--- src/rtl/serial_sub.sv ---
// Bit-serial ripple-borrow subtractor: computes a - b - bin one bit per cycle, LSB first,
// between a valid/ready producer and a valid/ready consumer.
module serial_sub #(
    parameter int WIDTH = 4
) (
    input  logic             clock,
    input  logic             reset,
    input  logic             io_in_valid,
    output logic             io_in_ready,
    input  logic [WIDTH-1:0] io_a_in,
    input  logic [WIDTH-1:0] io_b_in,
    input  logic             io_b_borrow,
    output logic             io_out_valid,
    input  logic             io_out_ready,
    output logic [WIDTH-1:0] io_d,
    output logic             io_bout,
    output logic             io_busy
);
    localparam int CW = $clog2(WIDTH);

    typedef enum logic [1:0] {
        ST_IDLE = 2'd0,
        ST_RUN  = 2'd1,
        ST_DONE = 2'd2
    } state_t;

    state_t           r_state;
    logic [WIDTH-1:0] r_a;
    logic [WIDTH-1:0] r_b;
    logic             r_br;
    logic [CW-1:0]    r_cnt;
    logic [WIDTH-1:0] r_d;
    logic             r_bout;
    logic             r_in_ready;
    logic             r_out_valid;
    logic             r_busy;

    logic w_ai;
    logic w_bi;
    logic w_p;
    logic w_dbit;
    logic w_br_next;
    logic w_last;

    // Borrow bit cell: the adder's propagate/generate cell with the minuend inverted.
    assign w_ai      = r_a[0];
    assign w_bi      = r_b[0];
    assign w_p       = w_ai ^ w_bi;
    assign w_dbit    = w_p ^ r_br;
    assign w_br_next = (~w_ai & w_bi) | (~w_p & r_br);
    assign w_last    = (r_cnt == CW'(WIDTH - 1));

    // Control FSM and serial datapath; all outputs come straight from flops.
    always_ff @(posedge clock or posedge reset) begin
        if (reset) begin
            r_state     <= ST_IDLE;
            r_a         <= '0;
            r_b         <= '0;
            r_br        <= 1'b0;
            r_cnt       <= '0;
            r_d         <= '0;
            r_bout      <= 1'b0;
            r_in_ready  <= 1'b1;
            r_out_valid <= 1'b0;
            r_busy      <= 1'b0;
        end else begin
            case (r_state)
                ST_IDLE: begin
                    if (io_in_valid) begin
                        r_a        <= io_a_in;
                        r_b        <= io_b_in;
                        r_br       <= io_b_borrow;
                        r_cnt      <= '0;
                        r_state    <= ST_RUN;
                        r_in_ready <= 1'b0;
                        r_busy     <= 1'b1;
                    end
                end
                ST_RUN: begin
                    r_a   <= r_a >> 1;
                    r_b   <= r_b >> 1;
                    r_br  <= w_br_next;
                    // Difference bits enter at the MSB so bit i lands at r_d[i] after WIDTH shifts.
                    r_d   <= {w_dbit, r_d[WIDTH-1:1]};
                    r_cnt <= r_cnt + CW'(1);
                    if (w_last) begin
                        r_state     <= ST_DONE;
                        r_bout      <= w_br_next;
                        r_out_valid <= 1'b1;
                    end
                end
                ST_DONE: begin
                    if (io_out_ready) begin
                        r_state     <= ST_IDLE;
                        r_out_valid <= 1'b0;
                        r_busy      <= 1'b0;
                        r_in_ready  <= 1'b1;
                    end
                end
                default: begin
                    r_state     <= ST_IDLE;
                    r_in_ready  <= 1'b1;
                    r_out_valid <= 1'b0;
                    r_busy      <= 1'b0;
                end
            endcase
        end
    end

    assign io_in_ready  = r_in_ready;
    assign io_out_valid = r_out_valid;
    assign io_d         = r_d;
    assign io_bout      = r_bout;
    assign io_busy      = r_busy;

endmodule

--- config.mk ---
export PLATFORM = sky130hd
export DESIGN_NAME = serial_sub
export DESIGN_NICKNAME = d
export VERILOG_FILES = /design/src/rtl/serial_sub.sv
export SDC_FILE = /design/constraint.sdc
export NUM_CORES = 1
export LEC_CHECK = 0
export ABC_CLOCK_PERIOD_IN_PS = 2700
export BUFFER_PORTS_ARGS = -buffer_cell sky130_fd_sc_hd__buf_4
export CORE_MARGIN = 3
export CORE_UTILIZATION = 55
export DETAILED_ROUTE_END_ITERATION = 16
export PLACE_DENSITY = 0.78
export SYNTH_ARGS = -nofsm -noshare
export SYNTH_HDL_FRONTEND = slang
export SYNTH_SLANG_ARGS = --single-unit
--- constraint.sdc ---
create_clock -name clock -period 2.7 [get_ports clock]
set_input_delay 0.135 -clock clock [delete_from_list [all_inputs] [get_ports clock]]
set_output_delay 0.135 -clock clock [all_outputs]
set_load 0.005 [all_outputs]
After elaboration in Yosys (flattened, before gate mapping)
Cells that the tools add are included.
{"block": "totals", "ff_bits": 21, "in_bits": 13, "output_inout_bits": 8, "wordCells": 53}
{"block": "classes", "n_addsub": 1, "n_eq_ne": 6, "muxes": 20, "bitwise": 9, "reduce_logical": 7}
{"cell": "4-bit one-hot mux with 2 select lines", "n": 2}
{"cell": "1-bit one-hot mux with 3 select lines", "n": 3}
{"cell": "3-bit AND reduction", "n": 3}
{"cell": "2-bit 2-to-1 mux", "n": 4}
{"cell": "4-bit 2-to-1 mux", "n": 2}
{"cell": "1-bit 2-to-1 mux", "n": 6}
{"cell": "2-bit != test (second input constant)", "n": 3}
{"cell": "2-bit one-hot mux with 3 select lines", "n": 1}
{"cell": "2-bit == test (second input constant)", "n": 2}
{"cell": "1-bit NOT", "n": 4}
{"cell": "2-bit one-hot mux with 2 select lines", "n": 1}
{"cell": "2-bit AND reduction", "n": 2}
{"cell": "2-bit by 1-bit adder with 2-bit output (second input constant)", "n": 1}
{"cell": "1-bit AND", "n": 2}
{"cell": "2-bit by 1-bit == test with 1-bit output (second input constant)", "n": 1}
{"cell": "2-bit logical NOT", "n": 1}
{"cell": "1-bit one-hot mux with 2 select lines", "n": 1}
{"cell": "2-bit nonzero test", "n": 1}
{"cell": "1-bit bitwise XOR", "n": 2}
{"cell": "1-bit bitwise OR", "n": 1}

Logic depth before layout (Yosys ltp)
{"block": "logic_depth", "word_depth": 5, "depth_mapped": 4, "ltp_nobuf": 4}

Worst setup path before layout
No wires, ideal clock.
{"block": "synth_timing", "kind": "register to register", "startpoint": "register r_a[0]", "endpoint": "register r_br", "setup_time_ns": 0.111, "t_arrival_ns": 1.110, "required_time_ns": 2.589, "path_slack_ns": 1.479, "stages_incl_launch_ff": 3, "path_buffers": 0, "synth_period_minus_slack_ns": 1.221, "cell_sequence": "dfrtp_1 fa_1 a222oi_1"}
{"block": "synth_via", "elab_chain_cells": 5, "elab_cells_between_ends": 7, "cone_classes": "mux: 1; bitwise: 6"}
{"item": "start: declaration", "line_no": "28", "source": "logic [WIDTH-1:0] r_a;"}
{"item": "start signal: assignment", "line_no": "70", "source": "r_a <= io_a_in;"}
{"item": "start signal: assignment", "line_no": "80", "source": "r_a <= r_a >> 1;"}
{"item": "1-bit bitwise XOR", "line_no": "48", "source": "assign w_p = w_ai ^ w_bi;"}
{"item": "1-bit NOT", "line_no": "50", "source": "assign w_br_next = (~w_ai & w_bi) | (~w_p & r_br);"}
{"item": "1-bit AND", "line_no": "50"}
{"item": "1-bit bitwise OR *", "line_no": "50"}
{"item": "1-bit one-hot mux with 2 select lines *", "line_no": "67", "source": "case (r_state)"}
{"item": "end signal: assignment", "line_no": "72", "source": "r_br <= io_b_borrow;"}
{"item": "end signal: assignment", "line_no": "82", "source": "r_br <= w_br_next;"}
{"item": "end: declaration", "line_no": "30", "source": "logic r_br;"}
Mark *: on every way between the ends. The rest lies on a longest branch, timed or not.
A chain may end at the register's enable or synchronous reset.

Final worst setup path
{"block": "layout_timing", "startpoint": "register r_state[1]", "endpoint": "register r_a[0]"}
{"block": "layout_via", "elab_chain_cells": 3, "elab_cells_between_ends": 6, "cone_classes": "eq/ne: 2; mux: 1; reduce/logical: 3"}
{"item": "start: declaration", "line_no": "27", "source": "state_t r_state;"}
{"item": "start signal: assignment", "line_no": "56", "source": "r_state <= ST_IDLE;"}
{"item": "start signal: assignment", "line_no": "74", "source": "r_state <= ST_RUN;"}
{"item": "start signal: assignment", "line_no": "87", "source": "r_state <= ST_DONE;"}
{"item": "2-bit by 1-bit == test with 1-bit output / 2-bit logical NOT (equally long branches)", "line_no": "67"}
{"item": "2-bit nonzero test (no line) / 2-bit != test (equally long branches)"}
{"item": "2-bit AND reduction (no line)"}
Several ways; a longest one is shown, not always the timed one.

==> reports/metrics.yaml <==
die-width_um: 47.9
post-cts-setup-buffers: 0
dr_total_vias: 727
fmax_mhz: 706
arrival_ns: 1.60
initial_core_util_pct: 61.3
fin_tns_setup_ns: 0
synth_compound_area_share_pct: 18.5
grt_use_total_pct: 19.0
synth_cells: 91
crit_path_start_kind: "flop"
min_period_over_period_pct: 52.5
via_per_inst: 5.64
first_pass_iters: 5
drv_slew: 0
grt_max_degree: 22
totalWireLength_um: 1770
yosys.area_share.simple_pct: 19.3
rsz0062_at_grt: "false"
grt_pass1_wl_um: 3060
synth_nets: 106
status: "finished clean"
antenna_found_initial: 0
antenna_cells: 0
synth-seq-cells: 21
drtIter0Drc: 13
multi_input_area_sq_um: 398
cts.reportedPaths.clkPinSlew_ns: 0.11
ctsResizeCount: 0
drv_cap: 0
muxShareOfSynthArea_pct: 0
clk_latency_ns: 0.28
hold_viol_final: 0
leakage_nw: 0.544
drc: 0
netlist_area_sq_um: 966
die-area_sq_um: 2290
worstMarginPinSlew_ns: 0.760
ioPinCount: 21
coreArea_sq_um: 1580
syn2layout_area_growth_pct: 18.7
p_per_area_nw_per_um2: 1130
gp_congestion: 0.792
grt_pass1_vias: 700
required_ns: 2.88
design.final.nets: 129
regArea_sq_um: 527
htree_levels: 1
portBuffers: 20
total_power_mw: 1.30
path_class: "reg -> reg"
yosysSeqAreaShare_pct: 54.5
syn_avg_cell_area_sq_um: 10.6
fin_skew_ns: 0.00307
drive_gt1_share_pct: 26.5
critPathCaptureType: "flop"
synth_top_family_by_area: "simple AND/OR/NAND/NOR gates"
synth.distinct_cells: 27
drt.antenna.violating_nets: 0
dp_hpwl_um: 1360
slew_headroom_pct: 49.3
max-clock-path-buffers: 2
nFillCells: 120
cts-root-buf: "clkbuf_4"
rows: 14
ctsHoldBuffers: 1
synth-xor-area-share_pct: 0
layout_common_cells: "buf_4, dfrtp_1, nand2_1, nor2_1, o21ai_1"
finalSetupViolCount: 0
wl_per_cell_um: 13.8
synth_fa_ha_area_share_pct: 3.37
min_period_ns: 1.42
die_y_um: 47.9
crit_path_max_fanout: 21
cts_buffers: 3
cts_tree: "built"
cts_sinks: 21
ir_worst_vdd_uv: 623
grt_remaining_overflow: 0
hp-class: "in -> reg"
ys_warn_count: 0
metrics by stage:
step / area, sq um / worst slack (ns) / hold WS, ns / instances / util, %
finish: 1150 / 1.28 / 0.0591 / 129 / 72.7
global route: 1150 / 1.17 / 0.0429 / 129 / 72.7
CTS: 1150 / 1.27 / 0.0519 / 129 / 72.7
detailed placement: 1110 / 1.29 / 0.323 / 124 / 70.4
global placement: 1110 / 1.30 / 0.318 / 124 / 70.4
floorplan: 966 / 1.48 / 0.111 / 91 / -
synthesized netlist by cell type:
master	n	area, sq um
dfrtp_1	20	500
nand2_1	17	63.8
nor2_1	10	37.5
o21ai_1	5	25.0
inv_1	4	15.0
a21oi_1	3	15.0
a22o_1	3	26.3
nand2b_1	3	18.8
nor3_1	3	15.0
a211oi_1	2	15.0
buf_4	2	15.0
nand3b_1	2	15.0
nor2b_1	2	12.5
o221a_1	2	22.5
a221oi_2	1	15.0
a222oi_1	1	10.0
a32oi_1	1	8.76
buf_6	1	11.3
dfstp_2	1	26.3
fa_1	1	20.0
ha_1	1	12.5
nor2b_2	1	8.76
nor4b_2	1	15.0
o21a_1	1	7.51
o21ba_2	1	10.0
o21bai_2	1	11.3
o31ai_2	1	12.5
sequential cells by signal (all words and copies together) (netlist names):
signal        count
io_busy           1
r_b               4
io_in_ready       1
r_br              1
io_bout           1
io_out_valid      1
io_d              4
r_cnt             2
r_a               4
r_state           2
worst paths after layout:
| kind | slack [ns] | depth (start not counted) | start | to |
|---|---|---|---|---|
| min | 0.06 | 2 | io_b_in[3] | r_b[3] |
| min reg2reg | 0.49 | 1 | r_cnt[0] | r_cnt[0] |
| max | 1.28 | 2 | r_state[1] | r_a[0] |
| max reg2reg | 1.28 | 2 | r_state[1] | r_a[0] |
| min in group asynchronous | 0.54 | 3 | reset | r_a[0] |
| max in group asynchronous | 1.69 | 3 | reset | r_cnt[0] |
power by group:
part / total [mW] / internal [mW] / switching [mW]
logic: 0.550 / 0.281 / 0.269
registers: 0.608 / 0.467 / 0.141
clock network: 0.140 / 0.0573 / 0.0830
total: 1.30 / 0.805 / 0.493
area by class of cell:
type / count / share of cell area, %
Clock buffer: 4 / 2.29
Inverter: 4 / 1.31
Multi-Input combinational cell: 63 / 34.7
Sequential cell: 21 / 46.0
Tap cell: 16 / 1.75
Timing Repair Buffer: 21 / 14.0
cell families after synthesis:
kind of cell             after synthesis
buffers and inverters                  7
adder cells (fa/ha/maj)                2
AND/OR/NAND/NOR                       39
flip-flops                            21
AO/OA/AOI/OAI                         22
metal layers:
metal / track usage, % / share of wire (%) / up-vias
li1: - / - / 360
met5: 0 / 0 / -
met2: 31.4 / 49 / 17
met4: 5.91 / 0.85 / 0
met3: 3.76 / 4.4 / 2
met1: 25.0 / 45 / 348
worst max-delay path, cell delays in order, from the launching register on:
cell	delay [ns]
dfrtp_1	0.61
nand2b_1	0.39
o221a_1	0.32
Note: power is estimated with default switching activity, not from simulation.
